$ cat config.mk
export PLATFORM = sky130hd
export DESIGN_NAME = lfsr
export DESIGN_NICKNAME = d
export VERILOG_FILES = /design/src/rtl/lfsr.sv
export SDC_FILE = /design/constraint.sdc
export NUM_CORES = 1
export LEC_CHECK = 0
export BUFFER_PORTS_ARGS = -buffer_cell sky130_fd_sc_hd__buf_2
export CAP_MARGIN = 10
export CORE_MARGIN = 8
export CORE_UTILIZATION = 32
export DETAILED_ROUTE_END_ITERATION = 6
export GPL_TIMING_DRIVEN = 1
export PLACE_DENSITY = 0.53
export SLEW_MARGIN = 30
export SYNTH_ARGS = -nofsm -noshare
export SYNTH_HDL_FRONTEND = slang
export SYNTH_SLANG_ARGS = --single-unit
$ cat constraint.sdc
create_clock -name clk -period 2.5 [get_ports clk]
set_input_delay 0.5 -clock clk [delete_from_list [all_inputs] [get_ports clk]]
set_output_delay 0.5 -clock clk [all_outputs]
set_load 0.02 [all_outputs]
$ cat src/rtl/lfsr.sv
// 16-bit Fibonacci LFSR pseudo-random word source.
// prn is the state register itself; polynomial x^16 + x^15 + x^13 + x^4 + 1 by default.
module lfsr #(
    parameter int unsigned     WIDTH = 16,
    parameter logic [WIDTH-1:0] TAPS = 16'hD008,
    parameter logic [WIDTH-1:0] SEED = 16'h0001
) (
    input  logic             clk,
    input  logic             reset,
    input  logic             lfsr_enable,
    output logic [WIDTH-1:0] prn
);

    logic [WIDTH-1:0] q;
    logic [WIDTH-1:0] q_next;
    logic             fb;

    // Next state: shift toward MSB with XOR feedback into bit 0; escape the all-zero lock-up state.
    always_comb begin
        fb     = ^(q & TAPS);
        q_next = {q[WIDTH-2:0], fb};
        if (q == '0) begin
            q_next = WIDTH'(1);
        end
    end

    always_ff @(posedge clk) begin
        if (!reset) begin
            q <= SEED;
        end else if (lfsr_enable) begin
            q <= q_next;
        end
    end

    assign prn = q;

endmodule

==> impl_metrics.py <==
metrics = {
    "status": {
        "status": "finished clean",
    },
    "global_route": {
        "grt_pass1_vias": 489,
        "antenna_found_initial": 0,
        "grt_max_degree": 19,
        "grt_overflow": 0,
        "grt_pass1_wl_um": 2442,
        "grt_util_all_layers": 0.08630,
    },
    "yosys": {
        "synth_mux_area_frac": 0.2070,
        "synth_xor_xnor_area_share": 0.02588,
        "synthDistinctLibCells": 17,
        "async_reset_ff_frac": 0,
        "seq_area_frac_synth": 0.4732,
        "synth_top_area_frac": 0.4732,
        "ys_top_cells_by_area": "dfxtp_1 47%, mux2i_1 21%, nor2b_1 13%",
        "synth_area_um2": 676.9,
        "syn_inst": 61,
        "synth-edff-count": 0,
        "ys_ff_latch": 16,
        "synth_compound_area_frac": 0.02773,
        "synth_nets": 65,
        "yosysWarnings": 0,
        "synth_top_family_by_area": "simple AND/OR/NAND/NOR gates",
        "syn_avg_cell_area_um2": 11.10,
        "ys.flop_type": "dfxtp_1",
        "yosys.area.top_type": "dfxtp_1",
        "synthAdderAreaFrac": 0.01848,
        "yosys.area_share.simple": 0.2089,
    },
    "setup_path": {
        "critical_path_required_ns": 2.00,
        "critPathArrivalTime_ns": 0.94,
        "crit_chain": "buf_2",
        "critical-path-top-delay-family": "flip-flops",
        "critical-path-max-stage-delay_ns": 0.44,
        "critPathCaptureType": "output port",
        "critPathLaunchType": "register",
        "path_depth": 1,
        "cp_max_fo": 5,
        "crit_slowest_cell": "dfxtp_1",
        "reg2reg_depth": 5,
        "reg2reg_slack_ns": 1.15,
        "critPathBufInv": 1,
        "crit_type": "register to output port",
    },
    "detailed_routing": {
        "num_vias": 493,
        "route.detailed.drc": 0,
        "ant_nets": 0,
        "dr.pass1.iters": 2,
        "wl_per_cell_um": 13.18,
        "drtIter0Drc": 20,
        "drt-total-wl_um": 1410,
        "vias_per_cell": 4.607,
    },
    "worst_hold_path": {
        "hold_path.class": "register to register",
        "min_path_cells": 2,
    },
    "finish": {
        "nets": 85,
        "n_fill_cell": 205,
        "syn_to_final_growth_pct": 20.89,
        "drive_gt1_frac": 0.2875,
        "diodes": 0,
        "largest_reg_flops": 16,
    },
    "die": {
        "start_util": 0.3415,
        "die_area_mm2": 0.003843,
        "die_y_um": 61.99,
        "io_pins": 19,
        "design.core.area_mm2": 0.001982,
        "row_count": 16,
        "die_w_um": 61.99,
    },
    "place": {
        "place_ws_ns": 1.148,
        "port-buffer-count": 18,
        "gp_congestion": 0.7141,
    },
    "sta": {
        "max_freq_mhz": 696.7,
        "rsz0062_at_grt": "false",
        "min_period_over_period": 0.5742,
        "relSlewSlack": 0.6896,
        "tightest_slew_ns": 0.4657,
        "report.final.hold_viol_count": 0,
        "fin_ws_ns": 1.065,
        "post-route-min-period_ns": 1.435,
        "setup_tns_ns": 0,
        "drv_slew": 0,
        "setup_violations": 0,
        "skew_ns": 0.007079,
    },
    "power_and_ir_drop": {
        "peakVddDrop_v": 0.0002702,
        "p_sw_mw": 0.1108,
        "combPwrFrac": 0.082,
        "leakage_nw": 0.3776,
        "p_int_mw": 0.3656,
        "seqPwrFrac": 0.556,
        "switching_share": 0.2326,
        "power.density_mw_per_mm2": 582.2,
        "p_clk_frac": 0.363,
    },
    "clock_network": {
        "numClockSinks": 16,
        "post-cts-setup-buffer-count": 0,
        "ctsResizeCount": 0,
        "cts_tree": "done",
        "insertion_delay_ns": 0.29,
        "h-tree-depth": 1,
        "postCtsHoldBufs": 0,
        "cts_buffer_depth": 2,
        "root_buffer": "clkbuf_4",
        "cts.clk_slew.worst_paths_ns": 0.10,
        "cts_made_buffers": 3,
    },
    "job": {
        "maxCapViolCount": 0,
    },
}
-- worst min-delay path, stage by stage (launching register included) --
cell     delay [ns]
dfxtp_1        0.34
mux2i_1        0.12
nor2b_1        0.05
-- Yosys cell counts, drive strengths merged, types with 2 or more instances --
cell	count
buf	2
dfxtp	16
inv	2
mux2i	14
nor2b	14
nor3b	2
nor4	2
-- cells in the final DEF, fill, tap and decap left out --
master,instances
nor2b_1,14
a41o_1,1
nor4_2,1
nor3b_1,2
nor3_1,1
a41oi_1,1
nor4_1,1
xor2_1,1
buf_2,18
nor4b_1,1
clkbuf_4,3
xnor2_1,1
mux2i_1,14
ha_1,1
inv_1,2
clkbuf_8,1
dfxtp_1,16
nand4_1,1
-- through the flow --
step	cells	instance area, um^2	total power, mW	hold slack, ns	utilization
6_report	107	818.3	0.4764	0.5575	0.4129
3_3_place_gp	103	782.0	0.3095	0.5326	0.3946
3_5_place_dp	103	782.0	0.3103	0.5441	0.3946
5_1_grt	107	818.3	0.5009	0.5975	0.4129
4_1_cts	107	818.3	0.4827	0.5642	0.4129
2_1_floorplan	61	676.9	0.2999	0.6113	-
-- routing by layer --
metal  up-vias  track usage  part of all wire
met1       225       0.1116              0.48
met5         -            0                 0
met4         0      0.05844             0.018
met3         4      0.02469             0.060
met2        11       0.1195              0.44
li1        253            -                 -
-- final cells by class --
class	count	area (um^2)	share of cell area
multi-input combinational	40	330.3	0.4037
sequential	16	320.3	0.3914
timing repair buffer	18	90.09	0.1101
clock buffer	4	36.28	0.04434
tap	27	33.78	0.04128
inverter	2	7.507	0.009174
-- cell families after synthesis --
group / Yosys count
multiplexers: 14
XOR/XNOR: 2
flip-flops: 16
AO/OA/AOI/OAI: 2
adder cells (fa/ha/maj): 1
AND/OR/NAND/NOR: 21
buffers and inverters: 5
-- power groups by stage --
stage               logic [mW]  clock network, mW  registers [mW]
global placement        0.0392                  0           0.270
detailed placement      0.0397                  0           0.271
global route            0.0424              0.193           0.266
finish                  0.0389              0.173           0.265
CTS                     0.0397              0.178           0.265
floorplan               0.0250                  0           0.275
-- worst paths after layout --
| kind | start | end |
|---|---|---|
| setup / recovery | prn[12] | prn[12] |
| hold / removal | prn[9] | prn[9] |
| setup reg to reg | prn[14] | prn[15] |
| hold reg to reg | prn[9] | prn[9] |
Power figures use the tool's default switching activity.
